--- src/rtl/wb_master_arbiter_if.sv ---
// rtl/wb_master_arbiter_if.sv - Wishbone signal bundle for the two-master arbiter
interface wb_master_arbiter_if #(
  parameter int AW = 32,
  parameter int DW = 32
);
  logic [AW-1:0]   m0_adr_i;
  logic [DW-1:0]   m0_dat_i;
  logic [DW/8-1:0] m0_sel_i;
  logic            m0_we_i;
  logic            m0_cyc_i;
  logic            m0_stb_i;
  logic [DW-1:0]   m0_dat_o;
  logic            m0_ack_o;
  logic            m0_err_o;

  logic [AW-1:0]   m1_adr_i;
  logic [DW-1:0]   m1_dat_i;
  logic [DW/8-1:0] m1_sel_i;
  logic            m1_we_i;
  logic            m1_cyc_i;
  logic            m1_stb_i;
  logic [DW-1:0]   m1_dat_o;
  logic            m1_ack_o;
  logic            m1_err_o;

  logic [AW-1:0]   s_adr_o;
  logic [DW-1:0]   s_dat_o;
  logic [DW/8-1:0] s_sel_o;
  logic            s_we_o;
  logic            s_cyc_o;
  logic            s_stb_o;
  logic [DW-1:0]   s_dat_i;
  logic            s_ack_i;
  logic [1:0]      gnt_o;

  modport slave (
    input  m0_adr_i, m0_dat_i, m0_sel_i, m0_we_i, m0_cyc_i, m0_stb_i,
    output m0_dat_o, m0_ack_o, m0_err_o,
    input  m1_adr_i, m1_dat_i, m1_sel_i, m1_we_i, m1_cyc_i, m1_stb_i,
    output m1_dat_o, m1_ack_o, m1_err_o,
    output s_adr_o, s_dat_o, s_sel_o, s_we_o, s_cyc_o, s_stb_o, gnt_o,
    input  s_dat_i, s_ack_i
  );

  modport master (
    output m0_adr_i, m0_dat_i, m0_sel_i, m0_we_i, m0_cyc_i, m0_stb_i,
    input  m0_dat_o, m0_ack_o, m0_err_o,
    output m1_adr_i, m1_dat_i, m1_sel_i, m1_we_i, m1_cyc_i, m1_stb_i,
    input  m1_dat_o, m1_ack_o, m1_err_o,
    input  s_adr_o, s_dat_o, s_sel_o, s_we_o, s_cyc_o, s_stb_o, gnt_o,
    output s_dat_i, s_ack_i
  );
endinterface

--- src/rtl/wb_master_arbiter.sv ---
// rtl/wb_master_arbiter.sv - two-master round-robin Wishbone arbiter with registered grant
// Optional stall watchdog enabled by defining WB_ARB_TIMEOUT_EN.
module wb_master_arbiter #(
  parameter int AW             = 32,
  parameter int DW             = 32,
  parameter int TIMEOUT_CYCLES = 255
) (
  input  logic                 clk,
  input  logic                 reset_n,
  wb_master_arbiter_if.slave   bus
);
  typedef enum logic [1:0] {IDLE, GNT0, GNT1} state_t;

  state_t state, state_nxt;
  logic   last_gnt, last_gnt_nxt;
  logic   req0, req1;
  logic   timeout;

`ifdef WB_ARB_TIMEOUT_EN
  localparam int             CW     = $clog2(TIMEOUT_CYCLES + 1);
  localparam logic [CW-1:0]  TO_MAX = CW'(TIMEOUT_CYCLES);

  logic [CW-1:0] stall_cnt;
  logic [1:0]    mask;
  logic          owner_cyc;

  assign owner_cyc = (state == GNT0) ? bus.m0_cyc_i :
                     (state == GNT1) ? bus.m1_cyc_i : 1'b0;
  assign timeout   = owner_cyc && (stall_cnt == TO_MAX);
  assign req0      = bus.m0_cyc_i && !mask[0];
  assign req1      = bus.m1_cyc_i && !mask[1];

  // A timed-out master stays masked until it has visibly dropped cyc.
  always_ff @(posedge clk or negedge reset_n) begin
    if (!reset_n) begin
      stall_cnt <= '0;
      mask      <= 2'b00;
    end else begin
      if (state == IDLE || state_nxt == IDLE || bus.s_ack_i)
        stall_cnt <= '0;
      else if (bus.s_stb_o)
        stall_cnt <= stall_cnt + 1'b1;

      if (timeout && state == GNT0)
        mask[0] <= 1'b1;
      else if (!bus.m0_cyc_i)
        mask[0] <= 1'b0;

      if (timeout && state == GNT1)
        mask[1] <= 1'b1;
      else if (!bus.m1_cyc_i)
        mask[1] <= 1'b0;
    end
  end
`else
  assign timeout = 1'b0;
  assign req0    = bus.m0_cyc_i;
  assign req1    = bus.m1_cyc_i;
`endif

  always_ff @(posedge clk or negedge reset_n) begin
    if (!reset_n) begin
      state    <= IDLE;
      last_gnt <= 1'b1;
    end else begin
      state    <= state_nxt;
      last_gnt <= last_gnt_nxt;
    end
  end

  assign bus.m0_dat_o = bus.s_dat_i;
  assign bus.m1_dat_o = bus.s_dat_i;

  always_comb begin
    state_nxt    = state;
    last_gnt_nxt = last_gnt;
    bus.gnt_o    = 2'b00;
    bus.s_adr_o  = AW'(0);
    bus.s_dat_o  = DW'(0);
    bus.s_sel_o  = (DW/8)'(0);
    bus.s_we_o   = 1'b0;
    bus.s_cyc_o  = 1'b0;
    bus.s_stb_o  = 1'b0;
    bus.m0_ack_o = 1'b0;
    bus.m1_ack_o = 1'b0;
    bus.m0_err_o = 1'b0;
    bus.m1_err_o = 1'b0;

    case (state)
      IDLE: begin
        // On a tie the master that did not hold the bus last wins.
        if (req0 && (!req1 || last_gnt)) begin
          state_nxt    = GNT0;
          last_gnt_nxt = 1'b0;
        end else if (req1) begin
          state_nxt    = GNT1;
          last_gnt_nxt = 1'b1;
        end
      end
      GNT0: begin
        bus.gnt_o    = 2'b01;
        bus.s_adr_o  = bus.m0_adr_i;
        bus.s_dat_o  = bus.m0_dat_i;
        bus.s_sel_o  = bus.m0_sel_i;
        bus.s_we_o   = bus.m0_we_i;
        bus.s_cyc_o  = bus.m0_cyc_i && !timeout;
        bus.s_stb_o  = bus.m0_cyc_i && bus.m0_stb_i && !timeout;
        bus.m0_ack_o = bus.s_ack_i && !timeout;
        bus.m0_err_o = timeout;
        if (!bus.m0_cyc_i || timeout)
          state_nxt = IDLE;
      end
      GNT1: begin
        bus.gnt_o    = 2'b10;
        bus.s_adr_o  = bus.m1_adr_i;
        bus.s_dat_o  = bus.m1_dat_i;
        bus.s_sel_o  = bus.m1_sel_i;
        bus.s_we_o   = bus.m1_we_i;
        bus.s_cyc_o  = bus.m1_cyc_i && !timeout;
        bus.s_stb_o  = bus.m1_cyc_i && bus.m1_stb_i && !timeout;
        bus.m1_ack_o = bus.s_ack_i && !timeout;
        bus.m1_err_o = timeout;
        if (!bus.m1_cyc_i || timeout)
          state_nxt = IDLE;
      end
      default: state_nxt = IDLE;
    endcase
  end
endmodule
--- src/flat_wrapper.sv ---
// flat-port wrapper written by rule: the top's interface ports become plain ports
module wb_master_arbiter_flat 
#(
  parameter int AW             = 32,
  parameter int DW             = 32,
  parameter int TIMEOUT_CYCLES = 255
)
  (clk, reset_n, bus_m0_adr_i, bus_m0_dat_i, bus_m0_sel_i, bus_m0_we_i, bus_m0_cyc_i, bus_m0_stb_i, bus_m0_dat_o, bus_m0_ack_o, bus_m0_err_o, bus_m1_adr_i, bus_m1_dat_i, bus_m1_sel_i, bus_m1_we_i, bus_m1_cyc_i, bus_m1_stb_i, bus_m1_dat_o, bus_m1_ack_o, bus_m1_err_o, bus_s_adr_o, bus_s_dat_o, bus_s_sel_o, bus_s_we_o, bus_s_cyc_o, bus_s_stb_o, bus_gnt_o, bus_s_dat_i, bus_s_ack_i);
  wb_master_arbiter_if #(.AW(AW), .DW(DW)) bus_i ();
  input  logic clk;
  input  logic reset_n;
  input wire logic [$bits(bus_i.m0_adr_i)-1:0] bus_m0_adr_i;
  input wire logic [$bits(bus_i.m0_dat_i)-1:0] bus_m0_dat_i;
  input wire logic [$bits(bus_i.m0_sel_i)-1:0] bus_m0_sel_i;
  input wire logic [$bits(bus_i.m0_we_i)-1:0] bus_m0_we_i;
  input wire logic [$bits(bus_i.m0_cyc_i)-1:0] bus_m0_cyc_i;
  input wire logic [$bits(bus_i.m0_stb_i)-1:0] bus_m0_stb_i;
  output wire logic [$bits(bus_i.m0_dat_o)-1:0] bus_m0_dat_o;
  output wire logic [$bits(bus_i.m0_ack_o)-1:0] bus_m0_ack_o;
  output wire logic [$bits(bus_i.m0_err_o)-1:0] bus_m0_err_o;
  input wire logic [$bits(bus_i.m1_adr_i)-1:0] bus_m1_adr_i;
  input wire logic [$bits(bus_i.m1_dat_i)-1:0] bus_m1_dat_i;
  input wire logic [$bits(bus_i.m1_sel_i)-1:0] bus_m1_sel_i;
  input wire logic [$bits(bus_i.m1_we_i)-1:0] bus_m1_we_i;
  input wire logic [$bits(bus_i.m1_cyc_i)-1:0] bus_m1_cyc_i;
  input wire logic [$bits(bus_i.m1_stb_i)-1:0] bus_m1_stb_i;
  output wire logic [$bits(bus_i.m1_dat_o)-1:0] bus_m1_dat_o;
  output wire logic [$bits(bus_i.m1_ack_o)-1:0] bus_m1_ack_o;
  output wire logic [$bits(bus_i.m1_err_o)-1:0] bus_m1_err_o;
  output wire logic [$bits(bus_i.s_adr_o)-1:0] bus_s_adr_o;
  output wire logic [$bits(bus_i.s_dat_o)-1:0] bus_s_dat_o;
  output wire logic [$bits(bus_i.s_sel_o)-1:0] bus_s_sel_o;
  output wire logic [$bits(bus_i.s_we_o)-1:0] bus_s_we_o;
  output wire logic [$bits(bus_i.s_cyc_o)-1:0] bus_s_cyc_o;
  output wire logic [$bits(bus_i.s_stb_o)-1:0] bus_s_stb_o;
  output wire logic [$bits(bus_i.gnt_o)-1:0] bus_gnt_o;
  input wire logic [$bits(bus_i.s_dat_i)-1:0] bus_s_dat_i;
  input wire logic [$bits(bus_i.s_ack_i)-1:0] bus_s_ack_i;
  assign bus_i.m0_adr_i = bus_m0_adr_i;
  assign bus_i.m0_dat_i = bus_m0_dat_i;
  assign bus_i.m0_sel_i = bus_m0_sel_i;
  assign bus_i.m0_we_i = bus_m0_we_i;
  assign bus_i.m0_cyc_i = bus_m0_cyc_i;
  assign bus_i.m0_stb_i = bus_m0_stb_i;
  assign bus_m0_dat_o = bus_i.m0_dat_o;
  assign bus_m0_ack_o = bus_i.m0_ack_o;
  assign bus_m0_err_o = bus_i.m0_err_o;
  assign bus_i.m1_adr_i = bus_m1_adr_i;
  assign bus_i.m1_dat_i = bus_m1_dat_i;
  assign bus_i.m1_sel_i = bus_m1_sel_i;
  assign bus_i.m1_we_i = bus_m1_we_i;
  assign bus_i.m1_cyc_i = bus_m1_cyc_i;
  assign bus_i.m1_stb_i = bus_m1_stb_i;
  assign bus_m1_dat_o = bus_i.m1_dat_o;
  assign bus_m1_ack_o = bus_i.m1_ack_o;
  assign bus_m1_err_o = bus_i.m1_err_o;
  assign bus_s_adr_o = bus_i.s_adr_o;
  assign bus_s_dat_o = bus_i.s_dat_o;
  assign bus_s_sel_o = bus_i.s_sel_o;
  assign bus_s_we_o = bus_i.s_we_o;
  assign bus_s_cyc_o = bus_i.s_cyc_o;
  assign bus_s_stb_o = bus_i.s_stb_o;
  assign bus_gnt_o = bus_i.gnt_o;
  assign bus_i.s_dat_i = bus_s_dat_i;
  assign bus_i.s_ack_i = bus_s_ack_i;
  wb_master_arbiter #(.AW(AW), .DW(DW), .TIMEOUT_CYCLES(TIMEOUT_CYCLES)) u_core (.clk(clk), .reset_n(reset_n), .bus(bus_i));
endmodule
--- config.mk ---
export PLATFORM = sky130hd
export DESIGN_NAME = wb_master_arbiter_flat
export DESIGN_NICKNAME = d
export VERILOG_FILES = /design/src/rtl/wb_master_arbiter_if.sv /design/src/rtl/wb_master_arbiter.sv /design/src/flat_wrapper.sv
export SDC_FILE = /design/constraint.sdc
export NUM_CORES = 1
export LEC_CHECK = 0
export BUFFER_PORTS_ARGS = -buffer_cell sky130_fd_sc_hd__buf_2
export CAP_MARGIN = 5
export CORE_AREA = 5 5 122 124
export DETAILED_ROUTE_END_ITERATION = 6
export DIE_AREA = 0 0 127 129
export PLACE_DENSITY_LB_ADDON = 0.1
export SYNTH_ARGS = -nofsm -noshare
export SYNTH_HDL_FRONTEND = slang
export SYNTH_SLANG_ARGS = --single-unit
export TNS_END_PERCENT = 10
--- constraint.sdc ---
create_clock -name clk -period 1.5 [get_ports clk]
set_clock_uncertainty 0.05 [all_clocks]
set_input_delay 0 -clock clk [delete_from_list [all_inputs] [get_ports clk]]
set_output_delay 0 -clock clk [all_outputs]
set_load 0.05 [all_outputs]
== Word level (Yosys, flattened, before mapping) ==
Index checks and enable logic that the tools add are counted.
Widths: inputs -> output; s select.
Operators by class
  equal/unequal tests: 5
  multiplexer cells: 16
  reductions and logical operators: 9
Operators by type and width (number)
  $pmux 32 s2: 2
  $mux 2: 4
  $pmux 4 s2: 1
  $pmux 1 s2: 3
  $pmux 2 s3: 1
  $mux 1: 4
  $ne 2x2->1 const B: 2
  $pmux 2 s2: 1
  $logic_and 1x1->1: 3
  $ne 3x2->1 const B: 1
  $reduce_and 3->1: 1
  $eq 2x1->1 const B: 1
  $eq 2x2->1 const B: 1
  $logic_not 2->1: 1
  $reduce_and 2->1: 1
  $reduce_bool 2->1: 1
  $logic_not 1->1: 1
  $logic_or 1x1->1: 1
Word-level totals
  output and inout port bits: 141
  register bits: 3

== Longest topological paths before layout ==
Gate-level depths: netlist of run 1.
  word-level depth: 5
  mapped depth: 7
  mapped depth without buffers: 5

== Worst setup path after synthesis of run 1 ==
No wires, ideal clock.
  kind: register to output
  from: register u_core.state[0]
  to: output port bus_s_stb_o
  required time: 1.450 ns
  path slack: -0.714 ns
  data arrival time: 2.164 ns
  cell stages (with the launch flop): 7
  path through: dfrtp_1 -> inv_1 -> ha_1 -> buf_4 -> buf_2 -> nand3_1 -> a21boi_0
On the way
  cells in the longest elaborated chain, start to end: 2
  elaborated cells on any way between the ends: 3
  classes of those cells: eq/ne (2); mux (1)
RTL lines
  from (decl): line wb_master_arbiter.sv:14  | state_t state, state_nxt;
  from (signal assigned): line wb_master_arbiter.sv:66  | state <= state_nxt;
  $eq 2x2->1 / $eq 2x1->1 (equally long branches): line wb_master_arbiter.sv:89  | case (state)
  $pmux 1 s2 (*): line wb_master_arbiter.sv:89
  to (decl): line flat_wrapper.sv:35  | output wire logic [$bits(bus_i.s_stb_o)-1:0] bus_s_stb_o;
Mark *: on every way between the ends. The rest lies on a longest branch, timed or not.

== Worst setup path in the final report of run 1 ==
  from: register u_core.state[1]
  to: output port bus_s_cyc_o
On the way
  cells in the longest elaborated chain, start to end: 2
  elaborated cells on any way between the ends: 3
  classes of those cells: eq/ne (2); mux (1)
RTL lines
  $eq 2x2->1 / $eq 2x1->1 (equally long branches): line wb_master_arbiter.sv:89
  $pmux 1 s2 (*): line wb_master_arbiter.sv:89
  to (decl): line flat_wrapper.sv:34  | output wire logic [$bits(bus_i.s_cyc_o)-1:0] bus_s_cyc_o;
Marks and branches as above.

==> impl_metrics.tcl, run 1 <==
set metrics [dict create \
    outcome "finished with violations" \
    violations "setup timing" \
    p_total_mw 9.30 \
    relSlewSlack 0.317 \
    clock-sinks 3 \
    seq_area_frac_synth 0.0414 \
    fin_crit_sh 1.14 \
    ys_types 22 \
    startpoint_type "flip-flop" \
    power_frac_clock 0.046 \
    cp.depth 6 \
    wl_met3_um 993 \
    place_congestion 0.815 \
    drt_iter0_markers 54 \
    p_comb_frac 0.937 \
    ir_worst_vdd_uv 657 \
    critPathKind "flip-flop to primary output" \
    m1WireLength_um 3280 \
    reg2reg_from "u_core.state[1]" \
    drc 0 \
    dp_hpwl_um 6620 \
    cts_buffers 3 \
    rows 43 \
    num_vias 2598 \
    grt_pass1_wl_um 14400 \
    area_delta_synth_final_pct 130 \
    crit_chain "buf_4 -> ha_4 -> buf_12 -> a22oi_4 -> and2b_2 -> buf_6" \
    critPathLaunch "u_core.state[1]" \
    synthTopCellsByArea "a22oi_1 28%, buf_4 27%, nor2b_1 23%" \
    first_global_vias 2836 \
    ys_top_cells_by_count "69 x a22oi_1, 69 x nor2b_1, 67 x buf_4" \
    ant_nets 0 \
    timing.hold.ws_ns 0.0112 \
    cts_buffer_depth 2 \
    min_path_type "primary input to flip-flop" \
    start_util 0.135 \
    yosysTopAreaCell "a22oi_1" \
    powerDensity_nw_per_um2 2190 \
    post_route_cells_drive_above_1_share 0.797 \
    tns_ns -12.48 \
    core_area_um2 13700 \
    clk_latency_ns 0.23 \
    cts-root-buf "clkbuf_16" \
    synth_top_area_frac 0.281 \
    p_int_mw 4.19 \
    fmax_ghz 0.585 \
    grt_overflow 0 \
    antenna_found_initial 0 \
    clkTransAtPathRegs_ns 0.03 \
    finalMaxSlewViolations 0 \
    finalWorstSetupSlack_ns -0.210 \
    swShare 0.550 \
    n_antenna_cell 0 \
    grt_usage 0.109 \
    wire_per_inst_um 16.4 \
    synth_ff_type "dfrtp_1" \
    cts_tree "yes" \
    h-tree-depth 1 \
    crit_buf_inv 3 \
    die_w_um 127 \
    netlist_instances 257 \
    maxCapViolCount 0 \
    setup_viol 75 \
    routed_wl_um 10300 \
    dieArea_um2 16400 \
    fill_cells 1411 \
    async_flop_share 1.00 \
    synth_edf_count 0 \
    highest_layer "met4" \
    cpMaxStageDelayCell "dfrtp_1" \
    rsz0062_at_grt "yes" \
    drt_pass1_iterations 4 \
    numPortBuffers 219 \
    ios 318 \
    die_h_um 129 \
    routed_via_density 4.13 \
    seq_power_share 0.016 \
    timing.rr.end "u_core.state[0]" \
    cp.required_ns 1.45 \
    switchingPower_mw 5.11 \
    worst_slew_pin_slew_ns 1.02 \
    finalHoldViolCount 0 \
    syn_area_um2 1840 \
    end_kind "primary output" \
    p_leak_nw 1.85 \
    critical_path.max_fanout 16 \
    synth-seq-cells 3 \
    crit_end "bus_s_cyc_o" \
    critical-path-top-delay-family "buffers and inverters" \
    worst-r2r-setup-slack_ns -0.16 \
    critPathArrivalTime_ns 1.66 \
    yosysWarningCount 0 \
    grt_max_degree 29 \
    wl_met2_um 5850 \
    r2r_cells 7 \
    period_minus_slack_ns 1.71 \
    nNetsFinal 632 \
    avgSynthCellArea_um2 7.18 \
    crit_path_max_incr_delay_ns 0.36 \
]
[worst min-delay path by stage]
stage	endpoint	slack [ns]	startpoint	cells past startpoint
after floorplan	u_core.state[0]	-0.35	reset_n	0
after global placement	u_core.state[0]	-0.25	reset_n	1
after detailed placement	u_core.state[0]	-0.25	reset_n	1
after CTS	u_core.state[0]	0.02	bus_m1_cyc_i	2
after global routing	u_core.state[0]	0.03	bus_m1_cyc_i	2
final	u_core.state[0]	0.01	bus_m1_cyc_i	2
[final cells by class]
class | count | area [µm²] | share of cell area
Sequential cell | 3 | 76.3 | 0.0180
Inverter | 5 | 18.8 | 0.00442
Timing Repair Buffer | 276 | 2290 | 0.540
Clock buffer | 4 | 78.8 | 0.0186
Multi-Input combinational cell | 161 | 1550 | 0.366
Tap cell | 180 | 225 | 0.0531
[power by group through the flow]
| stage | registers [mW] | logic, mW | clock network [mW] |
|---|---|---|---|
| floorplan | 0.155 | 5.19 | 0 |
| global placement | 0.154 | 6.32 | 0 |
| detailed placement | 0.153 | 6.26 | 0 |
| CTS | 0.149 | 8.29 | 0.441 |
| global route | 0.156 | 9.18 | 0.451 |
| finish | 0.150 | 8.72 | 0.432 |
[sequential cells by signal, summed over array words and instances, names as in the netlist]
signal	cells
u_core.state	2
u_core.last_gnt	1
[logic make-up (layout without fill, tap and decap cells)]
group	Yosys count	in the layout	synth area share
buffers and inverters	94	285	0.341
AND/OR/NAND/NOR	76	76	0.256
other	1	2	0.00203
flip-flops	3	3	0.0414
adder cells (fa/ha/maj)	5	5	0.0339
AO/OA/AOI/OAI	77	77	0.318
multiplexers	1	1	0.00814
[cells in the final DEF, fill, tap and decap left out, types with 2 or more instances in the layout]
| cell | instances |
|---|---|
| buf_2 | 146 |
| buf_6 | 71 |
| nor2b_2 | 64 |
| a22oi_1 | 39 |
| dlygate4sd3_1 | 33 |
| a22oi_2 | 30 |
| buf_4 | 8 |
| buf_12 | 8 |
| nor2b_4 | 5 |
| clkbuf_16 | 5 |
| buf_8 | 5 |
| inv_1 | 4 |
| ha_4 | 3 |
| buf_16 | 3 |
| nand3_1 | 2 |
| and2_4 | 2 |
| a21oi_1 | 2 |
| ha_1 | 2 |
| conb_1 | 2 |
| dfrtp_1 | 2 |
[through the flow]
stage	instances	setup slack, ns	util	area, µm²
final	629	-0.210	0.310	4240
after global routing	629	-0.274	0.310	4240
after CTS	626	-0.210	0.292	3990
after detailed placement	580	-0.126	0.213	2920
after global placement	580	-0.153	0.213	2920
after floorplan	258	-0.0868	-	2030
[timing repair]
item	in CTS	in global routing
pin swaps	2	4
buffers inserted	6	0
hold buffers	33	0
setup endpoints to repair	75	75
cloned	3	3
resized for setup	155	43
hold endpoints to repair	67	0
[per-layer routing]
metal,up-vias,global-route usage
met5,-,0
met4,0,0.0353
met3,13,0.0232
met2,194,0.228
met1,1177,0.103
li1,1214,-
Note: power is estimated with default switching activity, not from simulation.
==> run 2: changes to the inputs <==
==> constraint.sdc (replaced) <==
create_clock -name clk -period 1.5 [get_ports clk]
set_clock_uncertainty 0.05 [all_clocks]
set_input_delay 0.225 -clock clk [delete_from_list [all_inputs] [get_ports clk]]
set_output_delay 0.225 -clock clk [all_outputs]
set_load 0.05 [all_outputs]
==> run 2 against run 1 <==
  * Routed wire length fell by 6.2%
  * Count of clock-buffer cells in the layout did not move
  * First-iteration DRC count rose by 5.6%
  * Sequential power rose by 11%
  * Hold slack improved by 0.24 ns
  * The flow still finishes with violations (setup timing)
  * Power rose by 8.5%
  * Design area fell by 2.3%
  * Fmax fell by 13%
  * Non-clock buffer count fell by 31
  * Utilization fell by 0.71 points
==> impl_metrics.tcl, run 2 (synthesis gave the netlist of run 1 again) <==
set metrics [dict create \
    outcome "finished with violations" \
    violations "setup timing" \
    start_util 0.135 \
    switchingPower_mw 5.03 \
    cp.required_ns 1.22 \
    h-tree-depth 1 \
    numPortBuffers 219 \
    timing.hold.ws_ns 0.255 \
    n_antenna_cell 0 \
    drt_iter0_markers 57 \
    nNetsFinal 601 \
    final_cell_mix "144 x buf_2, 69 x buf_6, 54 x a22oi_1" \
    p_comb_frac 0.940 \
    largest_reg_flops 2 \
    p_leak_nw 1.87 \
    period_minus_slack_ns 1.97 \
    ant_nets 0 \
    ios 318 \
    clkTransAtPathRegs_ns 0.03 \
    cts_buffer_depth 2 \
    cts-root-buf "clkbuf_16" \
    seq_power_share 0.016 \
    layout_commonest_cell "buf_2" \
    grt_overflow 0 \
    finalMaxSlewViolations 0 \
    fill_cells 1492 \
    p_int_mw 5.06 \
    swShare 0.498 \
    rows 43 \
    critical_path.max_fanout 5 \
    drc 0 \
    startpoint_type "flip-flop" \
    fmax_ghz 0.508 \
    dp.cells 583 \
    first_global_vias 2672 \
    critPathArrivalTime_ns 1.69 \
    maxCapViolCount 0 \
    rsz0062_at_grt "yes" \
    grt_max_degree 41 \
    die_w_um 127 \
    powerDensity_nw_per_um2 2440 \
    dieArea_um2 16400 \
    clock-sinks 3 \
    grt_pass1_wl_um 13700 \
    regMostFlops "u_core.state" \
    min_path_type "primary input to flip-flop" \
    top_regs "u_core.state (2), u_core.last_gnt (1)" \
    dp_hpwl_um 7190 \
    end_kind "primary output" \
    stdcell_count 598 \
    tns_ns -30.96 \
    post_route_cells_drive_above_1_share 0.825 \
    clk_latency_ns 0.23 \
    grt_usage 0.103 \
    ir_worst_vdd_uv 647 \
    area_delta_synth_final_pct 125 \
    cts_tree "yes" \
    setup_viol 77 \
    core_area_um2 13700 \
    preCtsSetupSlack_ns -0.329 \
    routed_via_density 4.11 \
    antenna_found_initial 0 \
    routed_wl_um 9690 \
    drt_pass1_iterations 3 \
    fin_crit_sh 1.31 \
    cts_buffers 3 \
    design_area_um2 4140 \
    die_h_um 129 \
    placed_area_um2 2990 \
    wire_per_inst_um 16.2 \
    power_frac_clock 0.043 \
    critPathKind "flip-flop to primary output" \
    p_total_mw 10.1 \
    finalWorstSetupSlack_ns -0.467 \
    place_congestion 0.768 \
    fin_util 0.303 \
    num_vias 2455 \
    finalHoldViolCount 0 \
]
run 2: cell types whose count changed in the layout (fill, tap and decap cells not counted), moves of 6 or more:
cell,delta
a22oi_1,+15
nor2b_2,-48
dlygate4sd3_1,-32
nor2b_4,+48
buf_8,+6
a22oi_2,-15
run 2: repair_timing:
| action | in CTS | in global routing |
|---|---|---|
| setup endpoints to repair | 77 | 77 |
| setup buffers | 5 | 0 |
| pin swaps | 2 | 3 |
| gates resized for setup | 189 | 45 |
| cloned | 3 | 2 |
| hold buffers | 1 | 0 |
| endpoints found under the hold margin | 3 | 0 |
run 2: layout make-up:
type | instances | area (µm²) | area share
flip-flops and latches | 3 | 76.3 | 0.0184
clock buffers | 4 | 78.8 | 0.0190
multi-input cells | 161 | 1710 | 0.414
inverters | 5 | 18.8 | 0.00453
repair buffers | 245 | 2030 | 0.490
well taps | 180 | 225 | 0.0543
run 2: path summary, 6_finish.rpt:
kind	startpoint	cells past startpoint	slack, ns	end
setup / recovery	u_core.state[0]	6	-0.47	bus_s_adr_o[12]
hold / removal	bus_m1_cyc_i	2	0.26	u_core.state[0]
setup reg to reg	u_core.state[1]	7	-0.20	u_core.state[0]
hold reg to reg	u_core.last_gnt	2	0.43	u_core.last_gnt
max in group asynchronous	reset_n	2	0.92	u_core.last_gnt
min in group asynchronous	reset_n	2	0.29	u_core.state[0]
run 2: power groups by stage:
stage	combinational (mW)	sequential (mW)	clock [mW]
2_1_floorplan	5.43	0.159	0
3_3_place_gp	6.64	0.163	0
3_5_place_dp	6.60	0.165	0
4_1_cts	8.76	0.159	0.440
5_1_grt	9.96	0.169	0.450
6_report	9.49	0.166	0.439
run 2: per-layer routing:
layer	share of wire	global-route usage	routed length, µm
met5	0	0	0
met4	0.025	0.0334	244
met3	0.10	0.0357	993
met2	0.54	0.199	5280
met1	0.33	0.102	3170
run 2: critical path, cell delays in order (launching register included):
cell and delay (ns):
dfrtp_1 0.43, inv_2 0.10, ha_4 0.33, buf_12 0.15
clkbuf_16 0.15, nor2b_2 0.14, buf_6 0.16
